File: config.mk
export PLATFORM = sky130hd
export DESIGN_NAME = cla_32bit_lcu_adder
export DESIGN_NICKNAME = d
export VERILOG_FILES = /design/src/rtl/cla_32bit_lcu_adder_pkg.sv /design/src/rtl/cla_4bit_block.sv /design/src/rtl/lcu_4.sv /design/src/rtl/cla_32bit_lcu_adder.sv
export SDC_FILE = /design/constraint.sdc
export NUM_CORES = 1
export LEC_CHECK = 0
export ABC_CLOCK_PERIOD_IN_PS = 3500
export BUFFER_PORTS_ARGS = -buffer_cell sky130_fd_sc_hd__buf_2
export CORE_MARGIN = 2
export CORE_UTILIZATION = 49
export CTS_BUF_LIST = sky130_fd_sc_hd__clkbuf_2 sky130_fd_sc_hd__clkbuf_4 sky130_fd_sc_hd__clkbuf_8
export DETAILED_ROUTE_END_ITERATION = 8
export PLACE_DENSITY = 0.83
export SYNTH_ARGS = -nofsm -noshare
export SYNTH_HDL_FRONTEND = slang
export SYNTH_SLANG_ARGS = --single-unit
File: constraint.sdc
create_clock -name clk -period 3.5 [get_ports clk]
set_input_delay 0.175 -clock clk [delete_from_list [all_inputs] [get_ports clk]]
set_output_delay 0.175 -clock clk [all_outputs]
set_load 0.005 [all_outputs]
File: src/rtl/cla_32bit_lcu_adder_pkg.sv
`default_nettype none
// ============================================================================
// Module   : cla_32bit_lcu_adder_pkg
// Brief    : Shared width constants for the 32-bit lookahead adder.
// Revision : 1.0
// ============================================================================
package cla_32bit_lcu_adder_pkg;

  localparam int WIDTH   = 32;
  localparam int BLK     = 4;
  localparam int NUM_BLK = WIDTH / BLK;

endpackage : cla_32bit_lcu_adder_pkg
`default_nettype wire

File: src/rtl/cla_4bit_block.sv
`default_nettype none
// ============================================================================
// Module   : cla_4bit_block
// Brief    : 4-bit leaf carry-lookahead block producing sum and block G/P.
// Revision : 1.0
// ============================================================================
import cla_32bit_lcu_adder_pkg::*;

module cla_4bit_block (
  input  logic [BLK-1:0] a,
  input  logic [BLK-1:0] b,
  input  logic           cin,
  output logic [BLK-1:0] s,
  output logic           G,
  output logic           P
);

  logic [BLK-1:0] w_g;
  logic [BLK-1:0] w_p;
  logic [BLK-1:0] w_c;

  assign w_g = a & b;
  assign w_p = a ^ b;

  // Internal carries are flat sum-of-products of cin, never chained.
  assign w_c[0] = cin;
  assign w_c[1] = w_g[0] | (w_p[0] & cin);
  assign w_c[2] = w_g[1] | (w_p[1] & w_g[0]) | (w_p[1] & w_p[0] & cin);
  assign w_c[3] = w_g[2] | (w_p[2] & w_g[1]) | (w_p[2] & w_p[1] & w_g[0])
                | (w_p[2] & w_p[1] & w_p[0] & cin);

  assign s = w_p ^ w_c;

  assign G = w_g[3] | (w_p[3] & w_g[2]) | (w_p[3] & w_p[2] & w_g[1])
           | (w_p[3] & w_p[2] & w_p[1] & w_g[0]);
  assign P = &w_p;

endmodule : cla_4bit_block
`default_nettype wire

File: src/rtl/lcu_4.sv
`default_nettype none
// ============================================================================
// Module   : lcu_4
// Brief    : Two-level lookahead carry unit over four (G,P) pairs.
// Revision : 1.0
// ============================================================================
import cla_32bit_lcu_adder_pkg::*;

module lcu_4 (
  input  logic [BLK-1:0] G,
  input  logic [BLK-1:0] P,
  input  logic           cin,
  output logic [3:1]     c,
  output logic           Gg,
  output logic           Pg
);

  assign c[1] = G[0] | (P[0] & cin);
  assign c[2] = G[1] | (P[1] & G[0]) | (P[1] & P[0] & cin);
  assign c[3] = G[2] | (P[2] & G[1]) | (P[2] & P[1] & G[0])
              | (P[2] & P[1] & P[0] & cin);

  assign Gg = G[3] | (P[3] & G[2]) | (P[3] & P[2] & G[1])
            | (P[3] & P[2] & P[1] & G[0]);
  assign Pg = &P;

endmodule : lcu_4
`default_nettype wire

File: src/rtl/cla_32bit_lcu_adder.sv
`default_nettype none
// ============================================================================
// Module   : cla_32bit_lcu_adder
// Brief    : Registered 32-bit adder: leaf CLA blocks -> group LCUs -> top LCU.
// Revision : 1.0
// ============================================================================
import cla_32bit_lcu_adder_pkg::*;

module cla_32bit_lcu_adder (
  input  logic             clk,
  input  logic             rst,
  input  logic [WIDTH-1:0] in1,
  input  logic [WIDTH-1:0] in2,
  input  logic             c_in,
  output logic [WIDTH-1:0] sum,
  output logic             c_out
);

  logic [NUM_BLK-1:0] w_blk_g;
  logic [NUM_BLK-1:0] w_blk_p;
  logic [NUM_BLK-1:0] w_blk_cin;
  logic [WIDTH-1:0]   w_sum;

  logic [3:1] w_grp0_c;
  logic [3:1] w_grp1_c;
  logic [1:0] w_grp_g;
  logic [1:0] w_grp_p;
  logic [3:1] w_top_c;
  logic       w_c16;
  logic       w_g_top;
  logic       w_p_top;
  logic       unused_top_c;

  logic [WIDTH-1:0] sum_d;
  logic [WIDTH-1:0] sum_q;
  logic             c_out_d;
  logic             c_out_q;

  assign w_blk_cin = {w_grp1_c, w_c16, w_grp0_c, c_in};

  for (genvar i = 0; i < NUM_BLK; i++) begin : g_leaf
    cla_4bit_block u_blk (
      .a   (in1[i*BLK +: BLK]),
      .b   (in2[i*BLK +: BLK]),
      .cin (w_blk_cin[i]),
      .s   (w_sum[i*BLK +: BLK]),
      .G   (w_blk_g[i]),
      .P   (w_blk_p[i])
    );
  end

  lcu_4 u_lcu_grp0 (
    .G   (w_blk_g[3:0]),
    .P   (w_blk_p[3:0]),
    .cin (c_in),
    .c   (w_grp0_c),
    .Gg  (w_grp_g[0]),
    .Pg  (w_grp_p[0])
  );

  lcu_4 u_lcu_grp1 (
    .G   (w_blk_g[7:4]),
    .P   (w_blk_p[7:4]),
    .cin (w_c16),
    .c   (w_grp1_c),
    .Gg  (w_grp_g[1]),
    .Pg  (w_grp_p[1])
  );

  // Unused upper slots padded with G=0/P=1 so Gg/Pg reduce to the two-group terms.
  lcu_4 u_lcu_top (
    .G   ({2'b00, w_grp_g}),
    .P   ({2'b11, w_grp_p}),
    .cin (c_in),
    .c   (w_top_c),
    .Gg  (w_g_top),
    .Pg  (w_p_top)
  );

  assign w_c16        = w_top_c[1];
  assign unused_top_c = ^w_top_c[3:2];

  always_comb begin
    sum_d   = w_sum;
    c_out_d = w_g_top | (w_p_top & c_in);
  end

  always_ff @(posedge clk) begin
    if (rst) begin
      sum_q   <= '0;
      c_out_q <= 1'b0;
    end else begin
      sum_q   <= sum_d;
      c_out_q <= c_out_d;
    end
  end

  assign sum   = sum_q;
  assign c_out = c_out_q;

endmodule : cla_32bit_lcu_adder
`default_nettype wire

* Word level (Yosys, flattened, before mapping) *
Cells that the tools add are included.

operators by class
  reduce and logical (&&, ||, !) cells = 11
  bitwise logic cells = 260

operator list
  operator            count
  $and A1 B1 Y1       143
  $or A1 B1 Y1        93
  $xor A4 B4 Y4       16
  $and A4 B4 Y4       8
  $reduce_and A16 Y1  2
  $reduce_and A32 Y1  1
  $reduce_and A4 Y1   8

word-level totals
  bits in registers = 33
  output and inout bits = 33
  bits of input ports = 67
  logic and storage cells = 273

* Depth between registers and ports, before layout *
  depth after elaboration = 15
  depth in mapped cells = 10
  depth with buffers taken out = 10

* Hierarchy *
Synthesis repeated with hierarchy kept, for this count alone.

second synthesis, totals
  cell total of the unflattened synthesis = 275
  area total of the unflattened synthesis = 2,537.4 sq um

by module, submodules not included
  module               cells an instance  area an instance (sq um)  times used  seq. area each (sq um)
  cla_4bit_block       22                 182.7                     8           0.0
  cla_32bit_lcu_adder  72                 899.6                     1           660.6
  lcu_4                9                  58.8                      3           0.0

* Least setup slack after synthesis *
No wires, ideal clock.

  path kind = input -> register
  from = in in1[21]
  to = reg sum_q[29], in the netlist sum[29]
  arrival = 2,550 ps
  path slack = 822 ps
  library setup time = 128 ps
  path buffers = 0
  data required time = 3,372 ps
  cell stages on the path = 10
  cell sequence = ha_1 and3_4 a221o_1 a31o_1 a21o_1 a41o_2 a211o_4 fa_1 xnor2_1 nor2_1

on the way
  longest elaborated chain between the ends = 11
  elaborated cells on any way between the ends = 19
  those cells by class = bitwise (18); reduce/logical (1)

RTL lines
  element                                         line                                        source
  from (decl)                                     cla_32bit_lcu_adder.sv:12                   input logic [WIDTH-1:0] in1,
  $and A4 B4 Y4 or $xor A4 B4 Y4 (tied branches)  cla_4bit_block.sv:22, cla_4bit_block.sv:23
  $and A1 B1 Y1 (on tied branches)                cla_4bit_block.sv:34, cla_4bit_block.sv:35
  $or A1 B1 Y1 or $and A1 B1 Y1 (tied branches)   cla_4bit_block.sv:34, cla_4bit_block.sv:35
  $or A1 B1 Y1                                    cla_4bit_block.sv:35                        | (w_p[3] & w_p[2] & w_p[1] & w_g[0]);
  $and A1 B1 Y1                                   lcu_4.sv:20                                 assign c[3] = G[2] | (P[2] & G[1]) | (P[2] & P[1] & G[0])
  $or A1 B1 Y1 (2 in a row)                       lcu_4.sv:20
  $or A1 B1 Y1 *                                  lcu_4.sv:21                                 | (P[2] & P[1] & P[0] & cin);
  $and A1 B1 Y1 *                                 cla_4bit_block.sv:27                        assign w_c[1] = w_g[0] | (w_p[0] & cin);
  $or A1 B1 Y1 *                                  cla_4bit_block.sv:27
  $xor A4 B4 Y4 *                                 cla_4bit_block.sv:32                        assign s = w_p ^ w_c;
  to (signal assigned)                            cla_32bit_lcu_adder.sv:93                   sum_q <= sum_d;
  to (decl)                                       cla_32bit_lcu_adder.sv:35                   logic [WIDTH-1:0] sum_q;

Mark *: on every way between the ends. The rest lies on a longest branch, timed or not.
A chain may end at the register's enable or synchronous reset.

* Worst setup path in the final report *
Ends and elaborated chain as after synthesis.

==> reports/metrics.csv <==
stage,metric,value,unit
cts,CTS tree,yes,
timing,Fin Setup TNS,0,ps
timing,final setup fails,0,
synth,Synth Area in Compound Gates,0.170,
synth,Post-Synth Simple-Gate Area,0.165,
critical_path,critical path class,primary input to register,
finish,# diodes,0,
timing,slew of the pin with the lowest slew margin,574,ps
global_routing,vias in the first global route,1902,
cts,CTS sink cnt,33,
drt,DRC errors left,0,
floorplanning,die span in y,70.6,um
critical_path,"critical path fanouts, max",5,
drt,Vias,1956,
cts,"Reg clk slew, reported paths",60,ps
drt,"antenna viol nets, final",0,
critical_path,Worst EP arrival,2800,ps
global_routing,GRT Util Overall,0.197,
critical_path,crit path launch,in1[21],
timing,Fin Hold WS,248,ps
drt,DR WL/cell,12.4,um
synth,syn_area_per_cell,9.78,um^2
synth,Netlist cell types,49,
job,maxcap violations,0,
timing,final hold violations,0,
timing,setup repair after global routing missed its margin,false,
synth,mux cell area share after synthesis,0.00979,
floorplanning,die width,70.6,um
synth,combinational family with the most area after synthesis,adder cells,
timing,count of final max-slew check failures,0,
finish,most frequent cells in the layout,"buf_2, dfxtp_1, ha_1",
timing,minimum clock period,2650,ps
critical_path,Crit path required time,3650,ps
global_routing,GRT overflow,0,
synth,number of synthesized flops with an enable pin,0,
floorplanning,initial cell density of the core,0.502,
finish,post-route cell area,0.00284,mm^2
synth,Syn Nets,329,
cts,post-CTS setup buffer count,0,
place,Port Buf Inserts,99,
place,Post-Place Cell Area,0.00272,mm^2
synth,number of warnings issued by yosys,0,
global_routing,largest net degree at the start of global routing,34,
cts,hold-fix buffers at CTS,0,
power,leakage dissipation,1.49,nW
cts,Clock Path Buffers,2,
critical_path,CP startpoint kind,primary input,
synth,cell area after synthesis,0.00217,mm^2
timing,Slew headroom,0.617,
synth,"Seq/Total Area, Yosys",0.304,
drt,DRT iter0 DRCs,88,
worst_hold_path,Worst Hold Class,primary input to register,
cts,post-CTS resize count,0,
floorplanning,Ports,100,
finish,Final nets,432,
synth,#FFs+latches synth,33,
synth,"Primary FF master, synth",dfxtp_1,
finish,"most common cell after layout, fill and taps aside",buf_2,
synth,post-synthesis async set-or-reset flop share,0,
cts,Root Buffer,clkbuf_8,
finish,fillers,352,
global_routing,first-pass GRT wire length,7890,um
finish,Area growth syn-to-layout,30.8,%
floorplanning,area of the die,0.00498,mm^2
drt,vias per cell,5.17,
critical_path,CP Capture Type,register,
floorplanning,core area,0.00432,mm^2
place,GPL Wtd Cong,0.814,
power,PD cells,410,mW/mm^2
synth,cell count after synthesis,222,
finish,share of layout cells above drive strength 1,0.362,
drt,Pre-antenna DRT Iters,4,
run_status,status,completed,
floorplanning,row count,24,
global_routing,initial antenna violation count,0,
drt,final wirelength,4700,um
critical_path,end point of the critical path,sum[29],
place,DP HPWL,3950,um
power,maximum VDD drop,0.000215,V
timing,FMAX,377,MHz
synth,Synth Area in XOR/XNOR,0.0726,
synth,Adder-Cell Fraction of Synth Area,0.258,
cts,CTS HTree Levels,2,
cts,total CTS buffers,5,
timing,post-route clock period utilization,0.757,
==> cells in the mapped netlist, drive strengths merged (2+ instances only) <==
library cell / instances / area share
a211o: 2 / 0.012
a211oi: 2 / 0.0092
a21o: 12 / 0.043
a21oi: 13 / 0.032
a31oi: 2 / 0.0058
and2: 2 / 0.0058
and3: 3 / 0.011
and4: 2 / 0.0081
clkbuf: 2 / 0.0035
dfxtp: 33 / 0.30
fa: 8 / 0.074
ha: 32 / 0.18
inv: 9 / 0.016
nand2: 11 / 0.019
nand3: 4 / 0.0092
nand4: 3 / 0.0086
nor2: 22 / 0.038
nor2b: 11 / 0.032
nor3: 2 / 0.0046
nor4: 2 / 0.0058
o21ai: 7 / 0.018
o2bb2ai: 2 / 0.017
xnor2: 11 / 0.044
xor2: 7 / 0.028
==> worst min-delay path by stage <==
stage	start	end	slack, ps	cells past startpoint
finish	in2[31]	c_out	250	3
global route	in2[31]	c_out	260	3
CTS	in2[31]	c_out	240	3
detailed placement	in2[31]	c_out	530	3
global placement	in2[31]	c_out	530	3
floorplan	rst	sum[31]	350	2
==> state kept, by name (all words and copies together), names as in the netlist <==
signal,count
c_out,1
sum,32
==> logic make-up after synthesis <==
logic type	after synthesis
AND/OR/NAND/NOR	69
AO/OA/AOI/OAI	48
adder cells (fa/ha/maj)	40
flip-flops	33
XOR/XNOR	18
buffers and inverters	12
multiplexers	2
==> stage by stage <==
step	util	worst slack [ps]	total power, W	instances
2_1_floorplan	-	822	0.000673	222
3_3_place_gp	0.629	644	0.000793	370
3_5_place_dp	0.629	548	0.000808	370
4_1_cts	0.657	840	0.00118	378
5_1_grt	0.657	679	0.00124	378
6_report	0.657	849	0.00117	378
==> power breakdown <==
part / internal, W / leakage [nW] / total (W) / switching (W)
clock network: 0.000231 / 0.0574 / 0.000367 / 0.000136
registers: 0.000427 / 0.275 / 0.000439 / 0.0000118
logic: 0.000183 / 1.16 / 0.000360 / 0.000177
total: 0.000841 / 1.49 / 0.00117 / 0.000325
==> area by class of cell <==
cell class | count | area, um^2 | share of cell area
Sequential cell | 33 | 661 | 0.232
Clock buffer | 6 | 82.6 | 0.0291
Timing Repair Buffer | 99 | 495 | 0.174
Clock inverter | 2 | 37.5 | 0.0132
Inverter | 9 | 33.8 | 0.0119
Multi-Input combinational cell | 177 | 1470 | 0.516
Tap cell | 52 | 65.1 | 0.0229
==> routing by layer <==
layer	vias up	global-route usage	wire, um
li1	997	-	-
met1	876	0.221	1880
met2	75	0.368	2480
met3	8	0.0385	262
met4	0	0.0734	72
met5	-	0	0
==> worst max-delay path, stage by stage <==
cell and delay [ps]:
buf_2 100, ha_1 340, and3_4 210, a221o_1 340, a31o_1 200, a21o_1 180, a41o_2 270, a211o_4 380
fa_1 390, xnor2_1 170, nor2_1 50
(Power assumes the default switching activity.)
